<file path="src/rtl/bias_pkg.sv">
// Shared types and default widths for the bias scheduler.
// Saturation mode is selected by BIAS_SAT_EN (see bias_sched_ctrl).
package bias_pkg;

  typedef enum logic [1:0] {
    S_IDLE = 2'd0,
    S_RUN  = 2'd1,
    S_DONE = 2'd2
  } state_t;

  localparam int N_CH       = 4;
  localparam int DEF_DATA_W = 35;
  localparam int DEF_BIAS_W = 34;
  localparam int DEF_PIX_W  = 16;

endpackage

</file>
<file path="src/rtl/bias_regfile.sv">
// Per-channel bias storage: 4 entries, synchronous write, asynchronous read.
// Entries clear on reset.
module bias_regfile
  import bias_pkg::*;
#(
  parameter int BIAS_W = DEF_BIAS_W
) (
  input  logic              clk,
  input  logic              rst,
  input  logic              i_we,
  input  logic [1:0]        i_waddr,
  input  logic [BIAS_W-1:0] i_wdata,
  input  logic [1:0]        i_raddr,
  output logic [BIAS_W-1:0] o_rdata
);

  logic [BIAS_W-1:0] r_mem [N_CH];

  always_ff @(posedge clk or posedge rst) begin
    if (rst) begin
      for (int i = 0; i < N_CH; i++)
        r_mem[i] <= '0;
    end else if (i_we) begin
      r_mem[i_waddr] <= i_wdata;
    end
  end

  assign o_rdata = r_mem[i_raddr];

endmodule

</file>
<file path="src/rtl/bias_sched_ctrl.sv">
// Frame scheduler adding a per-channel bias to a result stream.
// Define BIAS_SAT_EN for a signed saturating add instead of wrap.
module bias_sched_ctrl
  import bias_pkg::*;
#(
  parameter int DATA_W = DEF_DATA_W,
  parameter int BIAS_W = DEF_BIAS_W,
  parameter int PIX_W  = DEF_PIX_W
) (
  input  logic              clk,
  input  logic              rst,
  input  logic              cfg_we,
  input  logic [1:0]        cfg_addr,
  input  logic [BIAS_W-1:0] cfg_data,
  input  logic              start,
  input  logic [PIX_W-1:0]  num_pix,
  input  logic              in_valid,
  output logic              in_ready,
  input  logic [DATA_W-1:0] in_data,
  output logic              out_valid,
  input  logic              out_ready,
  output logic [DATA_W-1:0] out_data,
  output logic [1:0]        out_ch,
  output logic              out_last,
  output logic              busy,
  output logic              done
);

  state_t            r_state;
  logic [1:0]        r_ch;
  logic [PIX_W-1:0]  r_pix;
  logic [PIX_W-1:0]  r_num_pix;
  logic              r_out_valid;
  logic [DATA_W-1:0] r_out_data;
  logic [1:0]        r_out_ch;
  logic              r_out_last;
  logic              r_busy;
  logic              r_done;

  logic [BIAS_W-1:0] w_bias;
  logic [DATA_W-1:0] w_bias_x;
  logic [DATA_W-1:0] w_raw;
  logic [DATA_W-1:0] w_sum;
  logic              w_in_hs;
  logic              w_out_hs;
  logic              w_last_beat;
  logic              w_cfg_we;

  // Bias is frozen for the whole frame.
  assign w_cfg_we = cfg_we && (r_state != S_RUN);

  bias_regfile #(.BIAS_W(BIAS_W)) u_regfile (
    .clk     (clk),
    .rst     (rst),
    .i_we    (w_cfg_we),
    .i_waddr (cfg_addr),
    .i_wdata (cfg_data),
    .i_raddr (r_ch),
    .o_rdata (w_bias)
  );

  // out_last blocks intake once the final beat is captured.
  assign in_ready = (r_state == S_RUN) && !r_out_last &&
                    (!r_out_valid || out_ready);
  assign w_in_hs  = in_valid && in_ready;
  assign w_out_hs = r_out_valid && out_ready;

  assign w_bias_x = {{(DATA_W-BIAS_W){w_bias[BIAS_W-1]}}, w_bias};
  assign w_raw    = in_data + w_bias_x;

`ifdef BIAS_SAT_EN
  logic w_ovf;
  assign w_ovf = (in_data[DATA_W-1] == w_bias_x[DATA_W-1]) &&
                 (w_raw[DATA_W-1] != in_data[DATA_W-1]);
  assign w_sum = !w_ovf ? w_raw :
                 in_data[DATA_W-1] ? {1'b1, {(DATA_W-1){1'b0}}} :
                                     {1'b0, {(DATA_W-1){1'b1}}};
`else
  assign w_sum = w_raw;
`endif

  assign w_last_beat = (r_ch == 2'(N_CH-1)) &&
                       (r_pix == r_num_pix - PIX_W'(1));

  always_ff @(posedge clk or posedge rst) begin
    if (rst) begin
      r_state     <= S_IDLE;
      r_ch        <= '0;
      r_pix       <= '0;
      r_num_pix   <= '0;
      r_out_valid <= 1'b0;
      r_out_data  <= '0;
      r_out_ch    <= '0;
      r_out_last  <= 1'b0;
      r_busy      <= 1'b0;
      r_done      <= 1'b0;
    end else begin
      if (w_in_hs) begin
        r_out_valid <= 1'b1;
        r_out_data  <= w_sum;
        r_out_ch    <= r_ch;
        r_out_last  <= w_last_beat;
        r_ch        <= r_ch + 2'd1;
        if (r_ch == 2'(N_CH-1))
          r_pix <= r_pix + PIX_W'(1);
      end else if (w_out_hs) begin
        r_out_valid <= 1'b0;
        r_out_last  <= 1'b0;
      end
      unique case (r_state)
        S_IDLE: begin
          if (start) begin
            r_num_pix <= num_pix;
            r_ch      <= '0;
            r_pix     <= '0;
            r_busy    <= 1'b1;
            if (num_pix == '0) begin
              r_state <= S_DONE;
              r_done  <= 1'b1;
            end else begin
              r_state <= S_RUN;
            end
          end
        end
        S_RUN: begin
          if (w_out_hs && r_out_last) begin
            r_state <= S_DONE;
            r_done  <= 1'b1;
          end
        end
        S_DONE: begin
          r_state <= S_IDLE;
          r_done  <= 1'b0;
          r_busy  <= 1'b0;
        end
        default: begin
          r_state <= S_IDLE;
          r_done  <= 1'b0;
          r_busy  <= 1'b0;
        end
      endcase
    end
  end

  assign out_valid = r_out_valid;
  assign out_data  = r_out_data;
  assign out_ch    = r_out_ch;
  assign out_last  = r_out_last;
  assign busy      = r_busy;
  assign done      = r_done;

endmodule

</file>
<file path="config.mk">
export PLATFORM = sky130hd
export DESIGN_NAME = bias_sched_ctrl
export DESIGN_NICKNAME = d
export VERILOG_FILES = /design/src/rtl/bias_pkg.sv /design/src/rtl/bias_regfile.sv /design/src/rtl/bias_sched_ctrl.sv
export SDC_FILE = /design/constraint.sdc
export NUM_CORES = 1
export LEC_CHECK = 0
export CAP_MARGIN = 0
export CORE_UTILIZATION = 55
export CTS_CLUSTER_SIZE = 28
export DETAILED_ROUTE_END_ITERATION = 7
export GPL_TIMING_DRIVEN = 0
export PLACE_DENSITY = 0.79
export SETUP_SLACK_MARGIN = 0.5
export SYNTH_ARGS = -nofsm -noshare
export SYNTH_HDL_FRONTEND = slang
export SYNTH_SLANG_ARGS = --single-unit
</file>
<file path="constraint.sdc">
create_clock -name clk -period 9.6 [get_ports clk]
set_input_delay 2.88 -clock clk [delete_from_list [all_inputs] [get_ports clk]]
set_output_delay 2.88 -clock clk [all_outputs]
set_load 0.005 [all_outputs]
</file>
; Word level (Yosys, flattened, before mapping)
; Cells that the tools add are included.
[totals]
register_bits = 213
input_bits = 93
out_inout_bits = 42
wordCells = 75
[classes]
add_sub_neg = 4
magnitude_cmp = 3
eq_ne = 7
n_mux = 26
n_bitwise = 3
reduce_logical = 18
[op_table]
columns = operator, n
row1 = bitwise mux 136 bit, 1
row2 = 2-to-1 mux 34 bit, 3
row3 = binary-select mux 34 bit (select 2 bit), 1
row4 = demux 34 bit (select 2 bit), 1
row5 = 2-to-1 mux 16 bit, 4
row6 = adder 35 bit, 1
row7 = adder 16 x 1 -> 16 bit (second input constant), 1
row8 = == test 16 bit, 1
row9 = zero test 16 bit, 1
row10 = subtractor 16 x 1 -> 16 bit (second input constant), 1
row11 = 2-to-1 mux 2 bit, 6
row12 = logical AND 1 bit, 8
row13 = 2-to-1 mux 1 bit, 7
row14 = greater-or-equal comparator 3 bit (second input constant), 2
row15 = inverter 2 -> 3 bit, 2
row16 = AND reduction 2 bit, 3
row17 = != test 2 x 1 -> 1 bit (second input constant), 2
row18 = != test 2 bit (second input constant), 2
row19 = one-hot mux 1 bit (2 select lines), 2
row20 = one-hot mux 2 bit (2 select lines), 1
row21 = < comparator 3 x 1 -> 1 bit (second input constant), 1
row22 = AND reduction 3 bit, 1
row23 = adder 2 x 1 -> 2 bit (second input constant), 1
row24 = == test 2 x 1 -> 1 bit (second input constant), 1
row25 = 6 further kinds, 7

; Logic depth before layout (Yosys ltp)
[logic_depth]
ltp_word = 7
depth_mapped = 13
mapped_depth_nobuf = 12

; By module
; A second synthesis with hierarchy kept.
[unflattened]
cells_unflattened = 985
area_unflattened_um2 = 11364.6
[modules_own_cells]
columns = mod, n_inst, cells_per_inst, area_each_um2, seq_area_each_um2
row1 = bias_regfile, 1, 331, 5921.9, 3403.3
row2 = bias_sched_ctrl, 1, 654, 5442.7, 1926.8

; Worst setup path after synthesis
; No wires, ideal clock.
[synth_path]
kind = input to output
from = in out_ready
to = out in_ready
arrival_time_ns = 3.207
t_required_ns = 6.720
setup_slack_ns = 3.513
path_stages = 2
path_buffers = 0
path_cell_list = nor2b_1 > nor3_1
[synth_between]
elab_chain_len = 2
[synth_rtl]
columns = element, line
row1 = from (decl), bias_sched_ctrl.sv:21  ; input logic out_ready,
row2 = logical OR 1 bit, bias_sched_ctrl.sv:64  ; (!r_out_valid || out_ready);
row3 = logical AND 1 bit, bias_sched_ctrl.sv:63  ; assign in_ready = (r_state == S_RUN) && !r_out_last &&
row4 = to (decl), bias_sched_ctrl.sv:18  ; output logic in_ready,
; No other way between the ends.

; Worst setup path after layout
; Same ends and word-level chain as after synthesis.

==> impl_metrics.toml <==
[outcome]
status = "finished, final reports clean"

[clock_network]
h-tree-depth = 1
ctsResizeCount = 0
max-clock-path-buffers = 3
cts_num_sinks = 213
insertion_delay_ps = 520
cts_setup_buffers = 0
cts_buffers = 23
root_buffer = "clkbuf_16"
path_clk_slew_ps = 60
hold_buffers = 0
cts_tree = "done"

[timing]
worst_pin_slew_ps = 1210
fin_worst_skew_ps = 14.1
hold_viol_final = 0
setup_viol_count_final = 0
finalCritPeriodShare = 0.745
drv_slew = 0
maxSlewHeadroom = 0.189
worst_hold_slack_ps = 464
period_needed_ps = 7150
fmax_mhz = 140
rsz0062_at_grt = "no"

[global_route]
antenna_found_initial = 0
grt_max_degree = 116
grt-ovfl-total = 0
grt_pass1_vias = 8348
grt_use_total = 0.266
grt_pass1_wl_um = 44600

[logic_synthesis]
synth_area_um2 = 11300
netlist_top_cells_area = "dfrtp_1, mux2_2, mux4_2, ha_1, nand2_1"
synth_commonest_cells = "dfrtp_1, mux2_2, nand2_1"
yosysTopAreaCellShare = 0.473
yosysSeqAreaShare = 0.473
yosys_warnings = 0
syn_nets = 1102
synth-seq-cells = 213
yosysUniqueCellTypes = 60
synth-edff-count = 0
yosysMostFrequentCell = "dfrtp_1"
async_reset_ff_frac = 1.00
synth_area_per_cell_um2 = 11.6
netlist_instances = 971
synth-main-ff-cell = "dfrtp_1"
synth_top_cell_by_area = "dfrtp_1"

[setup_path]
reg2reg_to = "out_data[31]$_DFFE_PP0P_"
crit_arrival_ps = 4270
rr_startpoint = "r_ch[1]$_DFF_PP0_"
worstSetupEndpointType = "primary output"
ff2ff_path_depth = 12
crit_fanout = 4
required_ps = 6720
startpoint_type = "input pin"
critPathKind = "in2out"
r2r_setup_slack_ps = 4860

[pwr]
p_total_uw = 4900
share_comb_of_total_power = 0.496
p_sw_uw = 1840
p_seq_frac = 0.318
p_clk_frac = 0.186
p_sw_frac = 0.375
ir_worst_vdd_uv = 171
pwr_density_cell_nw_per_um2 = 356
p_leak_uw = 0.00578
p_int_uw = 3070

[die]
placement_rows = 52
coreArea_um2 = 20200
dieArea_um2 = 21100
boundaryPins = 135
start_util = 0.559
die_height_um = 145
die_w_um = 145

[run]
max-cap-violations = 0

[final_layout]
num_antenna_cells = 0
regArea_um2 = 5330
final_nets = 1262
multi_input_area_um2 = 5700
drive_above_1_share = 0.204
fillers = 1535
area_growth_pct = 22.1

[worst_hold_path]
whs_path_depth = 2
hold_path.startpoint = "out_data[12]$_DFFE_PP0P_"
holdPathEnd = "out_data[12]$_DFFE_PP0P_"
min_path_type = "reg2reg"

[place]
port_buffers = 134
dp_hpwl_um = 19600
place_congestion = 0.903

[routing]
drtIter0Drc = 356
ant_nets = 0
post_drt_via_cell_ratio = 5.84
drt_wl_total_um = 27300
post_drt_wl_per_cell_um = 19.2
drtPass1Iterations = 5
drc_errors = 0
vias = 8281
-- worst max-delay path, stage by stage --
cell	delay (ps)
clkdlybuf4s50_1	530
nor2b_1	120
nor3_1	200
clkdlybuf4s50_1	540
-- how the worst max path moves through the flow --
stage,from,end,cells after the start
2_1_floorplan,rst,busy$_DFFE_PP0P_,1
3_3_place_gp,rst,u_regfile.r_mem[27]$_DFFE_PP0P_,2
3_5_place_dp,out_ready,in_ready,4
4_1_cts,out_ready,in_ready,4
5_1_grt,out_ready,in_ready,4
6_report,out_ready,in_ready,4
-- cell families after synthesis --
group | Yosys count | synth area share
adders and majority gates | 38 | 0.0428
xor gates and xnor gates | 58 | 0.0451
AOI/OAI and AO/OA | 160 | 0.0916
DFF | 213 | 0.473
muxes | 187 | 0.220
and+or+nand+nor | 253 | 0.106
buffers and inverters | 62 | 0.0211
-- power by group through the flow --
stage                     clock (uW)  combinational, uW  sequential (uW)
after global routing             960               2680             1610
after floorplan                    0               1760             1500
after global placement             0               2350             1540
after CTS                        918               2430             1560
after detailed placement           0               2410             1570
final                            911               2430             1560
-- per-layer routing --
metal | wire length [um] | up-vias | global-route usage
met2 | 13400 | 220 | 0.449
met3 | 1010 | 58 | 0.0296
met1 | 12100 | 4133 | 0.365
met4 | 755 | 0 | 0.0763
li1 | - | 3870 | -
met5 | 0 | - | 0
-- area by class of cell --
type | count | share of cell area
multi-input combinational | 696 | 0.415
sequential | 213 | 0.387
timing repair buffer | 135 | 0.0995
clock buffer | 33 | 0.0475
tap | 270 | 0.0246
buffer | 48 | 0.0135
clock inverter | 8 | 0.00864
inverter | 14 | 0.00437
-- through the flow --
step	TNS (ps)	utilization	instance area, um2	cells	setup WS, ps
4_1_cts	0	0.682	13800	1417	2470
3_3_place_gp	-350610	0.642	13000	1375	-1660
5_1_grt	0	0.682	13800	1417	2420
2_1_floorplan	0	-	11300	971	897
6_report	0	0.682	13800	1417	2450
3_5_place_dp	0	0.644	13000	1376	2480
-- flip-flops by register name, indices dropped and copies added (netlist names) --
signal,cells
busy,1
done,1
out_ch,2
out_data,35
out_last,1
out_valid,1
r_ch,2
r_num_pix,16
r_pix,16
r_state,2
u_regfile.r_mem,136
-- cell usage in the layout, fill, tap and decap left out, types with 3 or more instances in the layout --
cell type        count
or3_1                6
a31oi_1              5
dfrtp_1            213
nor3b_1              4
nand2b_1             8
a211o_1              5
o211ai_1             6
nand2_1             93
mux4_2              34
clkbuf_16           23
a21o_1              13
buf_2                3
buf_1                7
bufinv_16            3
o21a_1               4
mux2_2             149
and3_1               7
clkbuf_8             4
clkinv_2             4
nor2_1              56
o21ai_0             49
nor4_1               9
xor2_1              23
nor2b_1              3
clkdlybuf4s50_1    134
nand3_1             26
o311a_1              3
mux2i_1              4
inv_1               13
ha_1                37
clkbuf_1            43
nor3_1              10
a211oi_1             4
o31ai_1              3
a21oi_1             43
and2_1               3
xnor2_1             35
nand4_1             20
Note: power is estimated with default switching activity, not from simulation.
